File: config.mk
export PLATFORM = sky130hd
export DESIGN_NAME = instruction_fetch_unit_flat
export DESIGN_NICKNAME = d
export VERILOG_FILES = /design/src/rtl/instruction_fetch_unit_if.sv /design/src/rtl/instruction_fetch_unit.sv /design/src/flat_wrapper.sv
export SDC_FILE = /design/constraint.sdc
export NUM_CORES = 1
export LEC_CHECK = 0
export ABC_AREA = 1
export BUFFER_PORTS_ARGS = -buffer_cell sky130_fd_sc_hd__buf_2
export CORE_MARGIN = 2
export CORE_UTILIZATION = 54
export DETAILED_ROUTE_END_ITERATION = 10
export PLACE_DENSITY_LB_ADDON = 0.15
export SYNTH_ARGS = -nofsm -noshare
export SYNTH_HDL_FRONTEND = slang
export SYNTH_SLANG_ARGS = --single-unit
File: constraint.sdc
create_clock -name clk -period 2 [get_ports clk]
set_input_delay 0.4 -clock clk [delete_from_list [all_inputs] [get_ports clk]]
set_output_delay 0.4 -clock clk [all_outputs]
set_load 0.05 [all_outputs]
File: src/rtl/instruction_fetch_unit_if.sv
// Fetch-side bus bundle: instruction memory port, decode handshake and execute redirect.
// master = fetch unit, slave = memory/decode/execute environment.
interface instruction_fetch_unit_if #(
  parameter int DATA_WIDTH = 32
);
  logic                  imem_req;
  logic [DATA_WIDTH-1:0] imem_addr;
  logic                  imem_ack;
  logic [DATA_WIDTH-1:0] imem_rdata;
  logic                  inst_valid;
  logic                  inst_ready;
  logic [DATA_WIDTH-1:0] instruction;
  logic [5:0]            opcode;
  logic [DATA_WIDTH-1:0] inst_pc;
  logic [DATA_WIDTH-1:0] pc_plus4;
  logic                  redirect;
  logic [DATA_WIDTH-1:0] redirect_target;

  modport master (
    output imem_req, imem_addr, inst_valid, instruction, opcode, inst_pc, pc_plus4,
    input  imem_ack, imem_rdata, inst_ready, redirect, redirect_target
  );

  modport slave (
    input  imem_req, imem_addr, inst_valid, instruction, opcode, inst_pc, pc_plus4,
    output imem_ack, imem_rdata, inst_ready, redirect, redirect_target
  );
endinterface

File: src/rtl/instruction_fetch_unit.sv
// MIPS instruction fetch: one outstanding memory request, one output holding register,
// PC sequencing with branch/jump redirects from execute.
module instruction_fetch_unit #(
  parameter int                    DATA_WIDTH = 32,
  parameter logic [DATA_WIDTH-1:0] PC_RESET   = 32'h0040_0000
) (
  input  logic                     clk,
  input  logic                     reset,
  instruction_fetch_unit_if.master bus
);

  typedef enum logic [1:0] {
    IDLE  = 2'd0,
    FETCH = 2'd1,
    DRAIN = 2'd2,
    HOLD  = 2'd3
  } state_t;

  state_t                state;
  state_t                state_next;
  logic [DATA_WIDTH-1:0] pc;
  logic [DATA_WIDTH-1:0] pc_next;
  logic [DATA_WIDTH-1:0] pending_target;
  logic [DATA_WIDTH-1:0] pending_next;
  logic [DATA_WIDTH-1:0] pc_inc;
  logic [DATA_WIDTH-1:0] target_aligned;
  logic                  load_inst;
  logic                  consume;

  logic                  inst_valid_q;
  logic [DATA_WIDTH-1:0] instruction_q;
  logic [DATA_WIDTH-1:0] inst_pc_q;
  logic [DATA_WIDTH-1:0] pc_plus4_q;

  function automatic logic [DATA_WIDTH-1:0] word_align(input logic [DATA_WIDTH-1:0] addr);
    return {addr[DATA_WIDTH-1:2], 2'b00};
  endfunction

  assign pc_inc         = pc + DATA_WIDTH'(4);
  assign target_aligned = word_align(bus.redirect_target);

  always_comb begin
    state_next   = state;
    pc_next      = pc;
    pending_next = pending_target;
    load_inst    = 1'b0;
    consume      = 1'b0;
    unique case (state)
      IDLE: state_next = FETCH;
      FETCH: begin
        if (bus.imem_ack && bus.redirect) begin
          pc_next = target_aligned;
        end else if (bus.imem_ack) begin
          load_inst  = 1'b1;
          pc_next    = pc_inc;
          state_next = HOLD;
        end else if (bus.redirect) begin
          // The request already on the bus must complete before the new PC can be used
          pending_next = target_aligned;
          state_next   = DRAIN;
        end
      end
      DRAIN: begin
        if (bus.imem_ack) begin
          pc_next    = bus.redirect ? target_aligned : pending_target;
          state_next = FETCH;
        end else if (bus.redirect) begin
          pending_next = target_aligned;
        end
      end
      HOLD: begin
        if (bus.redirect) begin
          pc_next    = target_aligned;
          consume    = 1'b1;
          state_next = FETCH;
        end else if (bus.inst_ready) begin
          consume    = 1'b1;
          state_next = FETCH;
        end
      end
      default: state_next = IDLE;
    endcase
  end

  always_ff @(posedge clk or negedge reset) begin
    if (!reset) begin
      state          <= IDLE;
      pc             <= PC_RESET;
      pending_target <= PC_RESET;
      inst_valid_q   <= 1'b0;
      instruction_q  <= '0;
      inst_pc_q      <= '0;
      pc_plus4_q     <= DATA_WIDTH'(4);
    end else begin
      state          <= state_next;
      pc             <= pc_next;
      pending_target <= pending_next;
      if (load_inst) begin
        inst_valid_q  <= 1'b1;
        instruction_q <= bus.imem_rdata;
        inst_pc_q     <= pc;
        pc_plus4_q    <= pc_inc;
      end else if (consume) begin
        inst_valid_q  <= 1'b0;
      end
    end
  end

  // pc is not advanced while a request is outstanding, so it doubles as the bus address
  assign bus.imem_req    = (state == FETCH) || (state == DRAIN);
  assign bus.imem_addr   = pc;
  assign bus.inst_valid  = inst_valid_q;
  assign bus.instruction = instruction_q;
  assign bus.opcode      = instruction_q[DATA_WIDTH-1 -: 6];
  assign bus.inst_pc     = inst_pc_q;
  assign bus.pc_plus4    = pc_plus4_q;

endmodule

File: src/flat_wrapper.sv
// flat-port wrapper written by rule: the top's interface ports become plain ports
module instruction_fetch_unit_flat 
#(
  parameter int                    DATA_WIDTH = 32,
  parameter logic [DATA_WIDTH-1:0] PC_RESET   = 32'h0040_0000
)
  (clk, reset, bus_imem_req, bus_imem_addr, bus_inst_valid, bus_instruction, bus_opcode, bus_inst_pc, bus_pc_plus4, bus_imem_ack, bus_imem_rdata, bus_inst_ready, bus_redirect, bus_redirect_target);
  instruction_fetch_unit_if #(.DATA_WIDTH(DATA_WIDTH)) bus_i ();
  input  logic clk;
  input  logic reset;
  output wire logic [$bits(bus_i.imem_req)-1:0] bus_imem_req;
  output wire logic [$bits(bus_i.imem_addr)-1:0] bus_imem_addr;
  output wire logic [$bits(bus_i.inst_valid)-1:0] bus_inst_valid;
  output wire logic [$bits(bus_i.instruction)-1:0] bus_instruction;
  output wire logic [$bits(bus_i.opcode)-1:0] bus_opcode;
  output wire logic [$bits(bus_i.inst_pc)-1:0] bus_inst_pc;
  output wire logic [$bits(bus_i.pc_plus4)-1:0] bus_pc_plus4;
  input wire logic [$bits(bus_i.imem_ack)-1:0] bus_imem_ack;
  input wire logic [$bits(bus_i.imem_rdata)-1:0] bus_imem_rdata;
  input wire logic [$bits(bus_i.inst_ready)-1:0] bus_inst_ready;
  input wire logic [$bits(bus_i.redirect)-1:0] bus_redirect;
  input wire logic [$bits(bus_i.redirect_target)-1:0] bus_redirect_target;
  assign bus_imem_req = bus_i.imem_req;
  assign bus_imem_addr = bus_i.imem_addr;
  assign bus_inst_valid = bus_i.inst_valid;
  assign bus_instruction = bus_i.instruction;
  assign bus_opcode = bus_i.opcode;
  assign bus_inst_pc = bus_i.inst_pc;
  assign bus_pc_plus4 = bus_i.pc_plus4;
  assign bus_i.imem_ack = bus_imem_ack;
  assign bus_i.imem_rdata = bus_imem_rdata;
  assign bus_i.inst_ready = bus_inst_ready;
  assign bus_i.redirect = bus_redirect;
  assign bus_i.redirect_target = bus_redirect_target;
  instruction_fetch_unit #(.DATA_WIDTH(DATA_WIDTH), .PC_RESET(PC_RESET)) u_core (.clk(clk), .reset(reset), .bus(bus_i));
endmodule
# --- Yosys cells after proc, flatten, opt, wreduce, memory -nomap -nowiden ---
# Cells that the tools add are included.
totals:
  regBits: 163
  input_bits: 69
  output_inout_bits: 136
  wordCells: 50
op_classes:
  n_addsub: 1
  n_eq_ne: 9
  muxes: 24
  n_reduce_logical: 9
op_table:
  columns: ["op", "count"]
  rows:
  - ["2-to-1 mux 32 bit", 7]
  - ["one-hot mux 32 bit (3 select lines)", 1]
  - ["one-hot mux 32 bit (2 select lines)", 1]
  - ["adder 32 x 3 -> 32 bit, second input constant", 1]
  - ["2-to-1 mux 2 bit", 6]
  - ["2-to-1 mux 1 bit", 8]
  - ["one-hot mux 2 bit (4 select lines)", 1]
  - ["AND reduction 4 bit", 2]
  - ["!= test 2 bit, second input constant", 3]
  - ["!= test 3 bit, second input constant", 2]
  - ["equality test 2 bit, second input constant", 2]
  - ["nonzero test 2 bit", 2]
  - ["!= test 3 x 2 -> 1 bit, second input constant", 1]
  - ["nonzero test 3 bit", 1]
  - ["equality test 2 x 1 -> 1 bit, second input constant", 1]
  - ["logical NOT 2 bit", 1]
  - ["AND reduction 2 bit", 1]
  - ["logical AND 1 bit", 1]
  - ["logical OR 1 bit", 1]

# --- Depth between registers and ports, before layout ---
# Gate-level depths: netlist (run 1).
depth:
  depth_word: 5
  ltp_mapped: 10
  depth_no_buf: 10

# --- Worst setup path before layout (run 1) ---
# OpenSTA, ideal clock, no wires.
synth_timing:
  path_kind: "reg-to-reg"
  start: "register u_core.pc[3] (netlist: u_core.bus.imem_addr[3])"
  end: "register u_core.pc[20] (netlist: u_core.bus.imem_addr[20])"
  setup_ns: 0.129
  arrival_ns: 1.720
  t_required_ns: 1.871
  slack_ns: 0.152
  path_stages_with_launch: 9
  path_buffers: 0
  synth_period_minus_slack_ns: 1.848
  path_cell_list: "dfrtp_1 > ha_1 > nand2_1 > nor2_2 > nand3b_1 > o21ai_0 > nand3_1 > nand2_1 > a21oi_1"
synth_between:
  elab_chain_len: 4
synth_rtl:
  columns: ["item", "line", "source"]
  rows:
  - ["start, declared", "instruction_fetch_unit.sv:21", "logic [DATA_WIDTH-1:0] pc;"]
  - ["start signal, assigned", "instruction_fetch_unit.sv:96", "pc <= pc_next;"]
  - ["adder 32 x 3 -> 32 bit", "instruction_fetch_unit.sv:39", "assign pc_inc = pc + DATA_WIDTH'(4);"]
  - ["2-to-1 mux 32 bit", "instruction_fetch_unit.sv:53", "end else if (bus.imem_ack) begin"]
  - ["2-to-1 mux 32 bit", "instruction_fetch_unit.sv:51", "if (bus.imem_ack && bus.redirect) begin"]
  - ["one-hot mux 32 bit (3 select lines)", "instruction_fetch_unit.sv:48", "unique case (state)"]
# No other way between the ends. The select of a mux whose other input is x is not followed.
# A chain may end at the register's enable or synchronous reset.

# --- Final worst setup path (run 1) ---
layout_timing:
  start: "register u_core.state[1]"
  end: "output port bus_imem_req"
layout_between:
  elab_chain_len: 2
  elab_cells_between_ends: 3
  cone_classes: "2 x eq/ne; 1 x reduce/logical"
layout_rtl:
  columns: ["item", "line", "source"]
  rows:
  - ["start, declared", "instruction_fetch_unit.sv:19", "state_t state;"]
  - ["start signal, assigned", "instruction_fetch_unit.sv:95", "state <= state_next;"]
  - ["equality test 2 x 1 -> 1 bit / equality test 2 bit (equally long branches)", "instruction_fetch_unit.sv:110", "assign bus.imem_req = (state == FETCH) || (state == DRAIN);"]
  - ["logical OR 1 bit (*)", "instruction_fetch_unit.sv:110", null]
  - ["end, declared", "flat_wrapper.sv:11", "output wire logic [$bits(bus_i.imem_req)-1:0] bus_imem_req;"]
# Mark *: on every way between the ends. The rest lies on a longest branch, timed or not.

==> key figures, run 1 <==
Final layout
  – Final Instance Area: roughly 10000 um^2
  – Layout cells sized above 1: about a quarter
  – Reg area: just over 4000 um^2
  – N_diodes: 0
  – Multi-input logic area: between 3000 and 4000 um^2
  – Commonest non-fill, non-tap cells in the layout: 315 x nand2_1, 201 x buf_2, 158 x dfrtp_1
  – Fillers: 1285
  – NumNets Final: about 1300
  – Most common cell after layout, fill and taps aside: nand2_1
  – Synthesis-to-finish area growth: 23.22%

Setup path
  – WS Path Type: reg2out
  – Reg2reg start: u_core.bus.imem_addr[3]
  – CP Capture Type: output pin
  – Worst reg2reg path depth: 9
  – R2R Setup Slk: roughly 160 ps
  – WP data required: roughly 1600 ps
  – CP max-delay cell: dfrtp_1
  – Crit-path max cell delay: 400 ps
  – Critical path cell sequence: inv_1 -> ha_1 -> buf_2
  – Reg2Reg Capture Point: u_core.bus.imem_addr[24]
  – Crit-path max FO: 4
  – Critical Path Source: u_core.state[1]
  – Crit start category: register
  – Worst Path Arrival: roughly 1500 ps

Flow run
  – Max_cap viols: 0

Clock network
  – CTS Buf Count: 17
  – Root Buffer: clkbuf_16
  – Clock latency on the worst-skew pair: approximately 430 ps
  – CTS tree: built
  – CTS HTree Levels: 4
  – Post-CTS Setup Repair Bufs: 0
  – Worst-path clk slew: about 70 ps
  – Max Root-Sink Buffers: 2
  – CTS Sinks: roughly 160

Logic synthesis
  – Mapped Avg Cell Area: a little over 8 um^2
  – Cells after Synth: 988
  – Ys Warns: 0
  – Register area share after synthesis: 50.39%
  – Syn Nets: 1062
  – Yosys top cell by area: dfrtp_1
  – Yosys cell types: 34
  – Number of synthesized register bits: 161
  – Mapped cell area: 8003 um^2
  – Top cell type's share of synthesized area: 49.41%
  – Most area-consuming cells after synthesis: dfrtp_1 49%, nand2_1 15%, o21ai_0 5.8%, inv_1 3.5%, nor2_1 3.5%

Detailed routing
  – Via density: approximately 5.3
  – Via count: between 7000 and 8000
  – DRC: 0
  – Remaining antenna violation count after routing: 0
  – WL final: 21940 um
  – Routed len/inst: between 15 and 20 um
  – DR iter-0 viols: 557
  – DRT Pass-1 Iters: 5

Global routing
  – Initial antenna violation count: 0
  – Tot GR Track Use: around 28%
  – Global-route wire length before repair: between 30000 and 40000 um
  – Remaining Overflow, GRT: 0
  – Number of global-route vias before repair: approximately 6800
  – Pin count of the biggest net entering global routing: 60

Die
  – Die H: 125.7 um
  – Starting Density: between 50% and 60%
  – CORE AREA: between 10000 and 15000 um^2
  – Die area: roughly 16000 um^2
  – Die W: about 130 um
  – Num rows: 44
  – # IOs: ~210

STA
  – Relative slew slack: between 60 and 70%
  – Final-report hold violation count: 0
  – Max-slew violations: 0
  – Final setup skew: about 6.6 ps
  – Hold Worst Slack: between 150 and 200 ps
  – Worst slew pin tran: approximately 480 ps
  – Setup Viol. Count Final: 0
  – Fin crit share: between 90% and 100%
  – Max Clk Rate: approximately 0.53 GHz
  – Minimum clock period: approximately 1900 ps
  – RSZ-0062 raised after global routing: no
  – Setup TNS: 0 ps

Min path
  – Worst hold start: bus_imem_rdata[0]
  – Hold Crit Class: in2reg
  – Hold EP: u_core.bus.instruction[0]
  – Worst Hold Depth: 3

Outcome
  – Status: finished, final reports clean

Place
  – DP HPWL: approximately 16000 um
  – IO Port Bufs: slightly above 200
  – Routability cong.: a little under 1
  – Area after DPL: ~9200 um^2
## critical path, delay by kind of cell, from the launching register on
kind	cells	cell delay, ps
DFF	1	400
adders and majority gates	1	310
buffers and inverters	2	350
## area by class of cell
class,instances,area share [%]
clock buffer,18,4.352
timing repair buffer,230,13.36
tap,184,2.335
inverter,79,3.033
multi-input combinational,690,34.18
sequential,161,40.90
clock inverter,14,1.840
## how the worst max path moves through the flow
stage / cells after the start / slack, ps / endpoint
after floorplan: 8 / 150 / u_core.bus.imem_addr[20]
after global placement: 9 / 210 / u_core.bus.imem_addr[2]
after detailed placement: 9 / 160 / u_core.bus.imem_addr[31]
after CTS: 3 / 110 / bus_imem_req
after global routing: 10 / 30 / u_core.bus.imem_addr[24]
final: 3 / 110 / bus_imem_req
## per-layer routing
metal | track usage (%) | up-vias | share of wire [%]
li1 | - | 3596 | -
met3 | 5.395 | 21 | 7.8
met2 | 41.78 | 301 | 44
met5 | 0 | - | 0
met4 | 7.822 | 0 | 1.5
met1 | 42.99 | 3352 | 47
## synthesized netlist by cell type
| library cell | count |
|---|---|
| a21oi_2 | 4 |
| o211ai_1 | 7 |
| a31oi_1 | 21 |
| nand2_4 | 3 |
| inv_4 | 1 |
| nor2_8 | 2 |
| nand4_1 | 2 |
| buf_1 | 1 |
| nor2_2 | 11 |
| nand3_1 | 33 |
| buf_2 | 24 |
| a221oi_1 | 21 |
| nand3_2 | 6 |
| a21oi_1 | 47 |
| nand3b_1 | 1 |
| dfrtp_1 | 158 |
| o21ai_1 | 4 |
| buf_4 | 14 |
| inv_2 | 3 |
| nor3_1 | 3 |
| o21ai_0 | 93 |
| dfstp_2 | 3 |
| nor2_1 | 75 |
| mux2_2 | 1 |
| inv_1 | 75 |
| buf_6 | 1 |
| ha_1 | 5 |
| a22oi_1 | 9 |
| nand2_1 | 315 |
| xor2_1 | 8 |
| nor2_4 | 8 |
| a32oi_1 | 1 |
| clkbuf_1 | 18 |
| nand2_2 | 10 |
## logic make-up after synthesis
kind of cell             synth area share, %
AND/OR/NAND/NOR                        25.23
AO/OA/AOI/OAI                          14.99
flip-flops                             50.39
buffers and inverters                  7.583
XOR/XNOR                              0.8756
adder cells (fa/ha/maj)               0.7817
multiplexers                          0.1407
## state kept, by name, indices dropped and copies added (netlist names)
register and flops:
u_core.bus.imem_addr 32, u_core.bus.inst_pc 32, u_core.bus.instruction 32, u_core.pending_target 32, u_core.bus.pc_plus4 30, u_core.state 2
u_core.bus.inst_valid 1
## stage by stage
| stage | std cells | worst slack [ps] | utilization [%] |
|---|---|---|---|
| 3_5_place_dp | 1343 | 157.3 | 63.80 |
| 2_1_floorplan | 988 | 151.7 | - |
| 4_1_cts | 1376 | 105.0 | 68.09 |
| 3_3_place_gp | 1343 | 209.4 | 63.80 |
| 5_1_grt | 1376 | 26.59 | 68.10 |
| 6_report | 1376 | 108.4 | 68.10 |
## what timing repair did
item                                    in CTS  in global routing
gates resized for setup                      0                  2
endpoints found under the hold margin       43                  0
endpoints found under the setup margin       0                 12
hold buffers                                 1                  0
Power of run 1 is left out: the tool's default activity adds up to more than one toggle a clock period on the data nets, which glitch-free logic cannot reach.
==> run 2, diff against run 1 <==
==> constraint.sdc (replaced) <==
create_clock -name clk -period 2 [get_ports clk]
set_input_delay 0.4 -clock clk [delete_from_list [all_inputs] [get_ports clk]]
set_output_delay 0.4 -clock clk [all_outputs]
set_load 0.005 [all_outputs]
==> run 2 against run 1 <==
  * Via count grew 1.1%
  * Die area is the same
  * Register-to-register slack lost 30 ps
  * First-iteration DRC count grew 5.7%
  * Critical endpoint is now u_core.bus.imem_addr[24]
==> key figures, run 2 (synthesized netlist as in run 1, its figures left out) <==
Global routing
  – Remaining Overflow, GRT: 0 (unchanged)
  – Global-route wire length before repair: 35470 um (was 35500 um)
  – Number of global-route vias before repair: 6876 (was 6774)
  – Initial antenna violation count: 1 (was 0)
  – Pin count of the biggest net entering global routing: 60 (unchanged)
  – Tot GR Track Use: 28.16% (was 28.27%)

Clock network
  – CTS Buf Count: 17 (unchanged)
  – CTS HTree Levels: 4 (unchanged)
  – Clock latency on the worst-skew pair: 430 ps (about the same)
  – Worst-path clk slew: 60 ps (was 70 ps)
  – Max Root-Sink Buffers: 2 (unchanged)
  – Root Buffer: clkbuf_16 (unchanged)
  – CTS tree: built (unchanged)
  – CTS Sinks: 161 (unchanged)

Setup path
  – Crit-path max cell delay: 430 ps (was 400 ps)
  – CP bufs+invs: 0 (was 2)
  – CP Capture Type: register (was output pin)
  – Critical path depth in cells: 10 (was 3)
  – Worst Path Arrival: 2170 ps (was 1490 ps)
  – Reg2reg start: u_core.bus.imem_addr[2] (was u_core.bus.imem_addr[3])
  – CP dominant cell by count: nand2_1
  – WS Path Type: reg2reg (was reg2out)
  – Reg2Reg Capture Point: u_core.bus.imem_addr[24] (unchanged)
  – CP max-delay cell: dfrtp_1 (unchanged)
  – Critical path cell sequence: ha_1 -> nand2_1 -> nor2_2 -> nand2_1 -> nor2_1 -> nand2_1 -> nand2_1 -> nand3_1 -> nand2_1 -> a21oi_1 (was inv_1 -> ha_1 -> buf_2)
  – R2R Setup Slk: 130 ps (was 160 ps)
  – Top delay family on crit path: simple AND/OR/NAND/NOR gates (was flip-flops)
  – Crit start category: register (unchanged)
  – Worst reg2reg path depth: 10 (was 9)
  – Crit-path max FO: 6 (was 4)
  – WP data required: 2300 ps (was 1600 ps)

Power and ir drop
  – Power density cells: roughly 1700 nW/um^2
  – Peak supply drop: a little over 900 uV
  – Internal: about 0.0099 W
  – Sequential power share: 35.9%
  – Clock Power Share: ~21%
  – Switching share of power: 41.33%
  – Leakage: 5.162 nW
  – NetSw: 0.006967 W
  – Combinational share of power: between 40% and 50%

STA
  – Hold Worst Slack: 167.9 ps (was 171.7 ps)
  – Relative slew slack: 68.97% (was 68.20%)
  – Worst slew pin tran: 465.4 ps (was 477.1 ps)
  – Fin crit share: 93.63% (was 94.58%)
  – RSZ-0062 raised after global routing: no (unchanged)
  – Final-report hold violation count: 0 (unchanged)
  – Max Clk Rate: 0.5340 GHz (was 0.5286 GHz)
  – Max-slew violations: 0 (unchanged)
  – Setup TNS: 0 ps (unchanged)
  – Setup Viol. Count Final: 0 (unchanged)
  – Minimum clock period: 1873 ps (was 1892 ps)
  – Final setup skew: 9.368 ps (was 6.562 ps)

Die
  – Die W: 125.7 um (unchanged)
  – CORE AREA: 14480 um^2 (unchanged)
  – Die H: 125.7 um (unchanged)
  – Num rows: 44 (unchanged)
  – Die area: 15810 um^2 (unchanged)
  – Starting Density: 55.27% (unchanged)
  – # IOs: 205 (unchanged)

Place
  – DP HPWL: 15860 um (was 16100 um)
  – IO Port Bufs: 202 (unchanged)
  – Routability cong.: 0.9945 (was 0.9842)

Final layout
  – Most common cell after layout, fill and taps aside: nand2_1 (unchanged)
  – Layout cells sized above 1: 26.28% (was 26.34%)
  – Commonest non-fill, non-tap cells in the layout: 315 x nand2_1, 201 x buf_2, 158 x dfrtp_1 (unchanged)
  – NumNets Final: 1252 (was 1253)
  – Synthesis-to-finish area growth: 23.36% (was 23.22%)

Outcome
  – Status: finished, final reports clean (unchanged)

Detailed routing
  – DRC: 0 (unchanged)
  – Via count: 7351 (was 7270)
  – WL final: 21980 um (was 21940 um)
  – Routed len/inst: 15.97 um (was 15.94 um)
  – DR iter-0 viols: 589 (was 557)
  – Remaining antenna violation count after routing: 0 (unchanged)
  – DRT Pass-1 Iters: 5 (unchanged)
  – Via density: 5.342 (was 5.283)

Min path
  – Hold Crit Class: in2reg (unchanged)
  – Worst hold start: bus_imem_rdata[3] (was bus_imem_rdata[0])
  – Worst Hold Depth: 3 (unchanged)
  – Hold EP: u_core.bus.instruction[3] (was u_core.bus.instruction[0])

Flow run
  – Max_cap viols: 0 (unchanged)
run 2: changes by cell type in the layout (fill, tap and decap cells not counted), sizes merged:
cell    change
diode       +1
buf         -1
inv         -1
clkbuf      +1
bufinv      +1
clkinv      -1
run 2: per-stage QoR:
stage | area, um^2 | utilization [%] | total power [W] | setup slack (ps) | instances
after floorplan | 8003 | - | 0.01036 | 336.3 | 988
after CTS | 9867 | 68.15 | 0.01686 | 112.4 | 1375
after global placement | 9230 | 63.75 | 0.01310 | 209.9 | 1342
final | 9872 | 68.18 | 0.01686 | 127.4 | 1376
after global routing | 9872 | 68.18 | 0.01812 | 0.05906 | 1376
after detailed placement | 9230 | 63.75 | 0.01331 | 140.7 | 1342
run 2: metal layers:
metal	up-vias	part of all wire, %	track usage [%]
met1	3423	47	43.84
met4	0	2.4	10.28
met5	-	0	0
li1	3591	-	-
met2	299	43	39.81
met3	38	6.9	4.588
run 2: worst reg2reg max path, cell delays in order, from the launching register on:
cell,delay [ps]
dfrtp_1,430
ha_1,240
nand2_1,80
nor2_2,210
nand2_1,110
nor2_1,220
nand2_1,100
nand2_1,90
nand3_1,120
nand2_1,90
a21oi_1,60
run 2: area by class of cell:
type	count	area [um^2]
Fill cell	1218	4607
Sequential cell	161	4033
Multi-Input combinational cell	690	3371
Timing Repair Buffer	229	1310
Clock buffer	19	442.9
Inverter	79	299.0
Tap cell	184	230.2
Clock inverter	13	183.9
Antenna cell	1	2.502
run 2: worst max path at each step:
| stage | slack (ps) | end | start |
|---|---|---|---|
| global route | 0.06 | u_core.bus.imem_addr[24] | u_core.bus.imem_addr[2] |
| finish | 130 | u_core.bus.imem_addr[24] | u_core.bus.imem_addr[2] |
| CTS | 110 | u_core.bus.imem_addr[24] | u_core.state[0] |
| global placement | 210 | u_core.bus.imem_addr[2] | u_core.state[0] |
| detailed placement | 140 | u_core.bus.imem_addr[2] | u_core.state[0] |
| floorplan | 340 | u_core.bus.imem_addr[31] | u_core.state[0] |
run 2: power groups by stage:
stage | Combinational, W | Clock, W | Sequential [W]
global placement | 0.00710 | 0 | 0.00600
CTS | 0.00735 | 0.00350 | 0.00601
detailed placement | 0.00726 | 0 | 0.00605
floorplan | 0.00440 | 0 | 0.00596
finish | 0.00735 | 0.00346 | 0.00604
global route | 0.00824 | 0.00365 | 0.00623
run 2: what timing repair did:
action                                  4_1_cts  5_1_grt
endpoints found under the setup margin        0       14
gates resized for setup                       0        2
setup buffers                                 0        0
hold endpoints to repair                     43        0
hold buffers                                  1        0
(Power assumes the default switching activity.)
